`config.mk`:
```
export PLATFORM = sky130hd
export DESIGN_NAME = id_ex_skid_stage
export DESIGN_NICKNAME = d
export VERILOG_FILES = /design/src/rtl/id_ex_skid_stage.sv
export SDC_FILE = /design/constraint.sdc
export NUM_CORES = 1
export LEC_CHECK = 0
export ABC_AREA = 1
export CAP_MARGIN = 20
export CORE_MARGIN = 2
export CORE_UTILIZATION = 29
export CTS_CLUSTER_DIAMETER = 150
export DETAILED_ROUTE_END_ITERATION = 12
export GPL_ROUTABILITY_DRIVEN = 0
export PLACE_DENSITY = 0.55
export SLEW_MARGIN = 0
export SYNTH_ARGS = -nofsm -noshare
export SYNTH_HDL_FRONTEND = slang
export SYNTH_SLANG_ARGS = --single-unit
```
`constraint.sdc`:
```
create_clock -name clk -period 1.9 [get_ports clk]
set_clock_uncertainty 0.1 [all_clocks]
set_input_delay 0.38 -clock clk [delete_from_list [all_inputs] [get_ports clk]]
set_output_delay 0.38 -clock clk [all_outputs]
set_load 0.01 [all_outputs]
```
`src/rtl/id_ex_skid_stage.sv`:
```
`default_nettype none
// ---------------------------------------------------------------------------
// id_ex_skid_stage : ID->EX register with valid/ready, 2-entry skid, WB refresh
// Rev 1.0 | optional STALL_CNT_EN adds stall_cycles/stall_clr
// ---------------------------------------------------------------------------
module id_ex_skid_stage #(
  parameter int DATA_W  = 32,
  parameter int CTRL_W  = 24,
  parameter int RADDR_W = 5
) (
  input  logic               clk,
  input  logic               rst_n,
  input  logic               flush,
  input  logic               in_valid,
  output logic               in_ready,
  input  logic [DATA_W-1:0]  in_pc,
  input  logic [DATA_W-1:0]  in_instr,
  input  logic [CTRL_W-1:0]  in_ctrl,
  input  logic [DATA_W-1:0]  in_rs_data,
  input  logic [DATA_W-1:0]  in_rt_data,
  input  logic               wb_en,
  input  logic [RADDR_W-1:0] wb_addr,
  input  logic [DATA_W-1:0]  wb_data,
`ifdef STALL_CNT_EN
  input  logic               stall_clr,
  output logic [31:0]        stall_cycles,
`endif
  output logic               out_valid,
  input  logic               out_ready,
  output logic [DATA_W-1:0]  out_pc,
  output logic [DATA_W-1:0]  out_instr,
  output logic [CTRL_W-1:0]  out_ctrl,
  output logic [DATA_W-1:0]  out_rs_data,
  output logic [DATA_W-1:0]  out_rt_data
);

  localparam int RS_LSB = 21;
  localparam int RT_LSB = 16;

  typedef enum logic [1:0] {
    EMPTY = 2'b00,
    ONE   = 2'b10,
    FULL  = 2'b11
  } state_t;

  state_t state, state_next;

  logic main_valid, skid_valid;
  logic accept, issue;
  logic main_load_in, main_load_skid, skid_load_in;

  logic [DATA_W-1:0] main_pc, main_instr, main_rs, main_rt;
  logic [CTRL_W-1:0] main_ctrl;
  logic [DATA_W-1:0] skid_pc, skid_instr, skid_rs, skid_rt;
  logic [CTRL_W-1:0] skid_ctrl;

  // Operand bypass from writeback; r0 is hard-wired and never refreshed.
  function automatic logic [DATA_W-1:0] refresh_op(
    input logic [RADDR_W-1:0] addr,
    input logic [DATA_W-1:0]  data,
    input logic               en,
    input logic [RADDR_W-1:0] waddr,
    input logic [DATA_W-1:0]  wdata
  );
    if (en && (waddr != '0) && (waddr == addr)) return wdata;
    return data;
  endfunction

  logic [DATA_W-1:0] cap_rs, cap_rt, main_rs_fresh, main_rt_fresh;
  logic [DATA_W-1:0] skid_rs_fresh, skid_rt_fresh;

  assign cap_rs        = refresh_op(in_instr[RS_LSB +: RADDR_W], in_rs_data, wb_en, wb_addr, wb_data);
  assign cap_rt        = refresh_op(in_instr[RT_LSB +: RADDR_W], in_rt_data, wb_en, wb_addr, wb_data);
  assign main_rs_fresh = refresh_op(main_instr[RS_LSB +: RADDR_W], main_rs, wb_en, wb_addr, wb_data);
  assign main_rt_fresh = refresh_op(main_instr[RT_LSB +: RADDR_W], main_rt, wb_en, wb_addr, wb_data);
  assign skid_rs_fresh = refresh_op(skid_instr[RS_LSB +: RADDR_W], skid_rs, wb_en, wb_addr, wb_data);
  assign skid_rt_fresh = refresh_op(skid_instr[RT_LSB +: RADDR_W], skid_rt, wb_en, wb_addr, wb_data);

  assign main_valid = state[1];
  assign skid_valid = state[0];
  assign in_ready   = !skid_valid;
  assign accept     = in_valid && in_ready;
  assign issue      = main_valid && out_ready;

  always_ff @(posedge clk or negedge rst_n) begin
    if (!rst_n) state <= EMPTY;
    else        state <= state_next;
  end

  always_comb begin
    state_next     = state;
    main_load_in   = 1'b0;
    main_load_skid = 1'b0;
    skid_load_in   = 1'b0;
    case (state)
      EMPTY: begin
        if (accept) begin
          state_next   = ONE;
          main_load_in = 1'b1;
        end
      end
      ONE: begin
        if (accept && issue) begin
          main_load_in = 1'b1;
        end else if (accept) begin
          state_next   = FULL;
          skid_load_in = 1'b1;
        end else if (issue) begin
          state_next = EMPTY;
        end
      end
      FULL: begin
        if (issue) begin
          state_next     = ONE;
          main_load_skid = 1'b1;
        end
      end
      default: state_next = EMPTY;
    endcase
    // Flush overrides everything; any same-cycle issue has already left.
    if (flush) begin
      state_next     = EMPTY;
      main_load_in   = 1'b0;
      main_load_skid = 1'b0;
      skid_load_in   = 1'b0;
    end
  end

  always_ff @(posedge clk or negedge rst_n) begin
    if (!rst_n) begin
      main_pc    <= '0;
      main_instr <= '0;
      main_ctrl  <= '0;
      main_rs    <= '0;
      main_rt    <= '0;
    end else if (flush) begin
      main_pc    <= '0;
      main_instr <= '0;
      main_ctrl  <= '0;
      main_rs    <= '0;
      main_rt    <= '0;
    end else if (main_load_in) begin
      main_pc    <= in_pc;
      main_instr <= in_instr;
      main_ctrl  <= in_ctrl;
      main_rs    <= cap_rs;
      main_rt    <= cap_rt;
    end else if (main_load_skid) begin
      main_pc    <= skid_pc;
      main_instr <= skid_instr;
      main_ctrl  <= skid_ctrl;
      main_rs    <= skid_rs_fresh;
      main_rt    <= skid_rt_fresh;
    end else if (main_valid) begin
      main_rs    <= main_rs_fresh;
      main_rt    <= main_rt_fresh;
    end
  end

  always_ff @(posedge clk or negedge rst_n) begin
    if (!rst_n) begin
      skid_pc    <= '0;
      skid_instr <= '0;
      skid_ctrl  <= '0;
      skid_rs    <= '0;
      skid_rt    <= '0;
    end else if (flush) begin
      skid_pc    <= '0;
      skid_instr <= '0;
      skid_ctrl  <= '0;
      skid_rs    <= '0;
      skid_rt    <= '0;
    end else if (skid_load_in) begin
      skid_pc    <= in_pc;
      skid_instr <= in_instr;
      skid_ctrl  <= in_ctrl;
      skid_rs    <= cap_rs;
      skid_rt    <= cap_rt;
    end else if (skid_valid) begin
      skid_rs    <= skid_rs_fresh;
      skid_rt    <= skid_rt_fresh;
    end
  end

  assign out_valid   = main_valid;
  assign out_pc      = main_pc;
  assign out_instr   = main_instr;
  assign out_ctrl    = main_ctrl;
  assign out_rs_data = main_rs;
  assign out_rt_data = main_rt;

`ifdef STALL_CNT_EN
  logic [31:0] stall_cnt;

  always_ff @(posedge clk or negedge rst_n) begin
    if (!rst_n)                                         stall_cnt <= '0;
    else if (stall_clr)                                 stall_cnt <= '0;
    else if (main_valid && !out_ready && (stall_cnt != 32'hFFFF_FFFF))
                                                        stall_cnt <= stall_cnt + 32'd1;
  end

  assign stall_cycles = stall_cnt;
`endif

endmodule
`default_nettype wire

```
==> qor.csv, run 1 <==
metric,value,unit
Final WS setup,-0.276,ns
Worst EP required,2.27,ns
Mapped Nets,2517,
DP HPWL,46.2,mm
First DRT Iteration DRCs,1971,
Reg power frac,31.8,%
clk buf depth,3,
worst-margin pin slew,0.489,ns
reg2reg path depth,12,
RSZ-0062 raised after global routing,true,
TritonCTS Buffers,39,
Placed Area,23000,µm²
Final min period,2.18,ns
wire per inst,22.7,µm
failing checks,negative setup slack,
Die Wd,248,µm
layout cells sized above 1,25.5,%
Area growth syn-to-layout,69.0,%
fin area,29200,µm²
CP max FO,4,
Cell variety after synth,35,
Vias,19600,
Worst slew margin,67.3,%
post-synthesis sequential area ratio,44.3,%
switching power,8710,µW
setup slack on the worst flop-to-flop path,-0.28,ns
vias in the first global route,19400,
crit-path cells,inv_2 > ha_4 > inv_4 > buf_4 > buf_4 > buf_4 > buf_4 > buf_4 > nor2_1 > o21ai_0 > buf_4 > a32o_1,
fmax,460,MHz
Mapped Area,17300,µm²
pin count of the biggest net entering global routing,80,
Syn Area/Cell,7.46,µm²
clock-pin slew on the worst setup and hold paths,0.06,ns
final WL,83.4,mm
leakage power total,0.0148,µW
die height,248,µm
"slowest stage delay, CP",0.41,ns
number of synthesized flops with an enable pin,0,
Final Hold Vio Count,0,
clock power share,30.3,%
power per cell area,861,nW/µm²
fin. max-slew vios,0,
Seq cells post-synth,306,
Ys Warns,0,
die area,61600,µm²
H-tree depth,2,
Sum Neg Setup Slack,-47.69,ns
Post-synth ARST share,100,%
status,finished with violations,
CP Launch Type,flop,
DRT Pass-1 Iters,6,
CP dominant cell by count,buf_4,
first-pass GRT wire length,119,mm
CP max-delay cell,dfrtp_1,
HP Class,in2async,
Reg2Reg Launch Point,state[0],
num ports,349,
Initial Util,29.3,%
Tot Pwr,25200,µW
Root Buffer,clkbuf_16,
most frequent cells in the layout,"nand2_1 (532), inv_1 (360), nand3_1 (332)",
drt via density,5.33,
# setup viols final,306,
CTS tree,yes,
Setup CP Type,reg2reg,
post-route ant nets,0,
maximum VDD drop,0.541,mV
Comb power frac,37.9,%
fin nets,3062,
Internal Power,16400,µW
Crit path arrival time,2.54,ns
worst skew pair latency,0.58,ns
drt drc,0,
sw frac,34.6,%
core area,59000,µm²
gr ovfl total,0,
critical path endpoint category,flop,
initial antenna violation count,7,
Port Buf Inserts,348,
Synth Instances,2318,
ys flop type,dfrtp_1,
"commonest non-fill, non-tap cell in the layout",nand2_1,
GRT Util Overall,25.5,%
Rows,89,
Hold WS,0.168,ns
Tcrit/Tclk final,115,%
clk sinks,306,
Max-Cap Viols,0,
capturing point of the worst reg2reg path,state[0],
worst max-delay path by stage:
stage                from  cells past startpoint              end  slack [ns]
6_report         state[0]                     12         state[0]       -0.28
5_1_grt          state[1]                     12         state[1]       -0.36
4_1_cts          state[0]                     15  out_rt_data[11]       -0.24
3_5_place_dp   wb_addr[4]                     12  out_rt_data[29]       -0.63
3_3_place_gp   wb_addr[4]                     12  out_rt_data[29]       -0.62
2_1_floorplan    state[1]                     11     out_ctrl[20]       -0.03
registers in the layout, summed over array words and instances, names as in the netlist, 32 cells and up:
name	flops
out_instr	32
out_pc	32
out_rs_data	32
out_rt_data	32
skid_instr	32
skid_pc	32
skid_rs	32
skid_rt	32
synth_stat cells, types with 2 or more instances:
library cell	number	area [µm²]
buf_6	3	33.8
inv_2	9	33.8
clkinv_1	13	48.8
nand4_1	32	200
nand2_1	632	2370
buf_4	14	105
o22ai_1	176	1100
o21ai_0	2	10.0
nand3_1	384	1920
or2_2	8	50.1
nand3b_1	9	67.6
a21oi_2	2	17.5
xnor2_1	12	105
nand3_2	4	40.0
a21oi_1	36	180
and2_0	2	12.5
inv_1	369	1390
xor2_1	9	78.8
clkbuf_1	42	158
nor2_2	6	37.5
mux2i_1	87	871
dfrtp_1	306	7660
ha_1	4	50.1
nor2_1	56	210
buf_1	4	15.0
buf_2	86	430
o211ai_1	3	22.5
power by group through the flow:
stage	registers, µW	logic, µW	clock network, µW
global placement	8080	6550	0
floorplan	8210	2830	0
global route	8090	10100	7990
detailed placement	8080	6620	0
CTS	7970	9020	7710
finish	8000	9540	7610
timing repair:
item | CTS | global route
pin swaps | 93 | 107
setup buffers | 76 | 18
hold buffers | 1 | 0
gates cloned | 69 | 26
endpoints found under the hold margin | 231 | 0
resized for setup | 486 | 248
setup endpoints to repair | 411 | 312
layout make-up:
cell class              instances  area, µm²
fillers                      5505      29800
multi-input cells            1472       9380
repair buffers                648       8280
flip-flops and latches        306       7660
inverters                     391       1550
clock buffers                  60       1150
well taps                     773        967
clock inverters                11        120
repair inverters                5       88.8
diodes                          3       7.51
cell families after synthesis:
family | count (synthesis) | share of synthesized area (%)
muxes | 87 | 5.04
DFF | 306 | 44.3
xor gates and xnor gates | 21 | 1.06
adders and majority gates | 4 | 0.290
AOI/OAI and AO/OA | 222 | 7.84
buffers and inverters | 540 | 12.8
and+or+nand+nor | 1138 | 28.7
per-stage QoR:
step / instances / setup WS (ns) / util [%]
2_1_floorplan: 2318 / -0.0334 / -
3_3_place_gp: 3440 / -0.620 / 38.9
3_5_place_dp: 3440 / -0.629 / 38.9
4_1_cts: 3653 / -0.236 / 47.6
5_1_grt: 3668 / -0.362 / 49.5
6_report: 3669 / -0.276 / 49.5
metal layers:
layer	global-route usage, %	vias to the layer above	wire, µm
met5	0	-	35
met4	10.7	6	3440
met3	6.17	244	8200
met2	41.0	1160	38900
met1	32.7	9548	32900
li1	-	8604	-
worst max-delay path: cells and delay by family (launching register included):
kind                     cells  cell delay (ns)
adder cells (fa/ha/maj)      1             0.15
buffers and inverters        8             0.94
flip-flops                   1             0.41
AND/OR/NAND/NOR              1             0.10
AO/OA/AOI/OAI                2             0.38
Power figures use the tool's default switching activity.
==> inputs of run 2 (changes only) <==
MAX_ROUTING_LAYER = met4   (was unset)
==> run 2 against run 1 <==
Against the previous run: the run still ends with negative setup slack left; clock-buffer cell count unchanged; routed wire length down 1.2%; register-to-register slack better by 0.02 ns; largest cell class unchanged; design area down 1.1%; critical path depth up 1.
==> qor.csv, run 2 (synthesis results as in run 1) <==
metric,value,unit,change
GR Layer Usage met3,5.85,%,-0.32 points
Max-Cap Viols,0,,unchanged
Tcrit/Tclk final,113,%,-1.2 points
Initial Util,29.3,%,unchanged
post-route ant nets,0,,unchanged
Setup CP Type,reg2reg,,
worst skew pair latency,0.57,ns,about the same
DP HPWL,46.2,mm,unchanged
CP Launch Type,flop,,
num ports,349,,unchanged
CP max FO,8,,+4
H-tree depth,2,,unchanged
Port Buf Inserts,348,,unchanged
CTS tree,yes,,
Die Wd,248,µm,unchanged
status,finished with violations,,
"commonest non-fill, non-tap cell in the layout",nand2_1,,
drt via density,5.30,,-0.64%
Root Buffer,clkbuf_16,,
Reg2Reg Launch Point,state[0],,
wire per inst,22.5,µm,-1.0%
clk buf depth,3,,unchanged
most frequent cells in the layout,"nand2_1 (531), inv_1 (360), nand3_1 (331)",,
fmax,465,MHz,+1.1%
pin count of the biggest net entering global routing,80,,unchanged
crit-path cells,inv_2 > ha_4 > inv_4 > nor2_4 > nand2_4 > nand3_4 > buf_6 > buf_12 > buf_12 > buf_16 > o22ai_4 > mux2i_2 > inv_1,,
maximum VDD drop,0.547,mV,+1.1%
fillers,5546,,+0.74%
failing checks,negative setup slack,,
CP dominant cell by count,buf_12,,
Worst slew margin,67.5,%,+0.17 points
clock-pin slew on the worst setup and hold paths,0.06,ns,about the same
leakage power total,0.0147,µW,-0.98%
Final min period,2.15,ns,-0.0233 ns
HP Class,in2async,,
Rows,89,,unchanged
RSZ-0062 raised after global routing,true,,
first-pass GRT wire length,119,mm,about the same
TritonCTS Buffers,39,,unchanged
fin nets,3053,,-0.29%
Crit path arrival time,2.51,ns,-0.03 ns
Area growth syn-to-layout,67.1,%,
Setup Slack @ Placement,-0.629,ns,unchanged
Most Crowded Layer GR,met2,,
met1 Usage GRT,33.0,%,+0.26 points
gr ovfl total,0,,unchanged
"slowest stage delay, CP",0.40,ns,about the same
die height,248,µm,unchanged
final WL,82.4,mm,-1.2%
Final Hold Vio Count,0,,unchanged
layout cells sized above 1,24.8,%,-0.72 points
clk sinks,306,,unchanged
drt drc,0,,unchanged
GRT Util Overall,26.3,%,+0.79 points
fin. max-slew vios,0,,unchanged
core area,59000,µm²,unchanged
CP max-delay cell,dfrtp_1,,
# setup viols final,307,,+0.33%
Worst EP required,2.25,ns,-0.02 ns
Tot Pwr,25000,µW,-0.68%
initial antenna violation count,7,,unchanged
vias in the first global route,19400,,-0.23%
DRT Pass-1 Iters,8,,+2
critical path endpoint category,flop,,
Final WS setup,-0.253,ns,+0.0233 ns
die area,61600,µm²,unchanged
Vias,19400,,-0.80%
GR met2 Demand/Resource,41.0,%,about the same
power per cell area,865,nW/µm²,+0.43%
First DRT Iteration DRCs,1932,,-2.0%
Setup crit start,state[0],,
worst-margin pin slew,0.486,ns,-0.00255 ns
## run 2: changes by cell type in the layout (fill, tap and decap cells not counted), moves of 3 or more
cell,previous run,this run
clkbuf_16,59,49
diode_2,3,6
o22ai_1,49,65
o22ai_2,103,88
## run 2: per-stage QoR
stage                     setup TNS [ns]  instance area, µm²  utilization, %  hold WS [ns]  cells
after floorplan                   -0.649               17300               -       -0.0156   2318
after global placement           -132.98               23000            38.9         0.164   3440
after detailed placement         -142.79               23000            38.9         0.162   3440
after CTS                         -42.21               28100            47.6         0.161   3653
after global routing              -69.38               28900            48.9         0.186   3662
final                             -43.56               28900            49.0         0.173   3663
## run 2: final cells by class
type / instances / area, µm² / area share [%]
sequential: 306 / 7660 / 26.5
timing repair inverter: 5 / 88.8 / 0.307
clock buffer: 60 / 1150 / 4.00
inverter: 391 / 1550 / 5.38
clock inverter: 11 / 120 / 0.416
tap: 773 / 967 / 3.35
antenna: 6 / 15.0 / 0.0520
multi-input combinational: 1472 / 9290 / 32.2
timing repair buffer: 639 / 8040 / 27.8
## run 2: path summary, 6_finish.rpt
kind | slack [ns] | depth (start not counted) | endpoint
hold / removal | 0.17 | 2 | out_rs_data[6]
setup reg to reg | -0.25 | 13 | out_pc[11]
setup / recovery | -0.25 | 13 | out_pc[11]
hold reg to reg | 0.37 | 2 | out_rt_data[21]
max in group asynchronous | 0.75 | 3 | out_ctrl[4]
min in group clk | 0.30 | 3 | skid_instr[6]
## run 2: critical path, delay by kind of cell, from the launching register on
| kind | cells | cell delay (ns) |
|---|---|---|
| AOI/OAI and AO/OA | 1 | 0.07 |
| adders and majority gates | 1 | 0.15 |
| buffers and inverters | 7 | 0.77 |
| DFF | 1 | 0.40 |
| muxes | 1 | 0.20 |
| and+or+nand+nor | 3 | 0.30 |
## run 2: report_power, final
group          switching, µW  internal (µW)
sequential               586           7410
clock                   3140           4470
combinational           4910           4460
total                   8640          16300
## run 2: metal layers
metal,up-vias,share of wire (%)
li1,8595,-
met5,-,0
met3,241,9.6
met1,9414,40
met2,1155,47
met4,0,3.8
## run 2: what timing repair did
item	in CTS	in global routing
setup endpoints to repair	411	311
hold buffers	1	0
gates cloned	69	16
resized for setup	486	232
pin swaps	93	104
buffers inserted	76	17
hold endpoints to repair	231	0
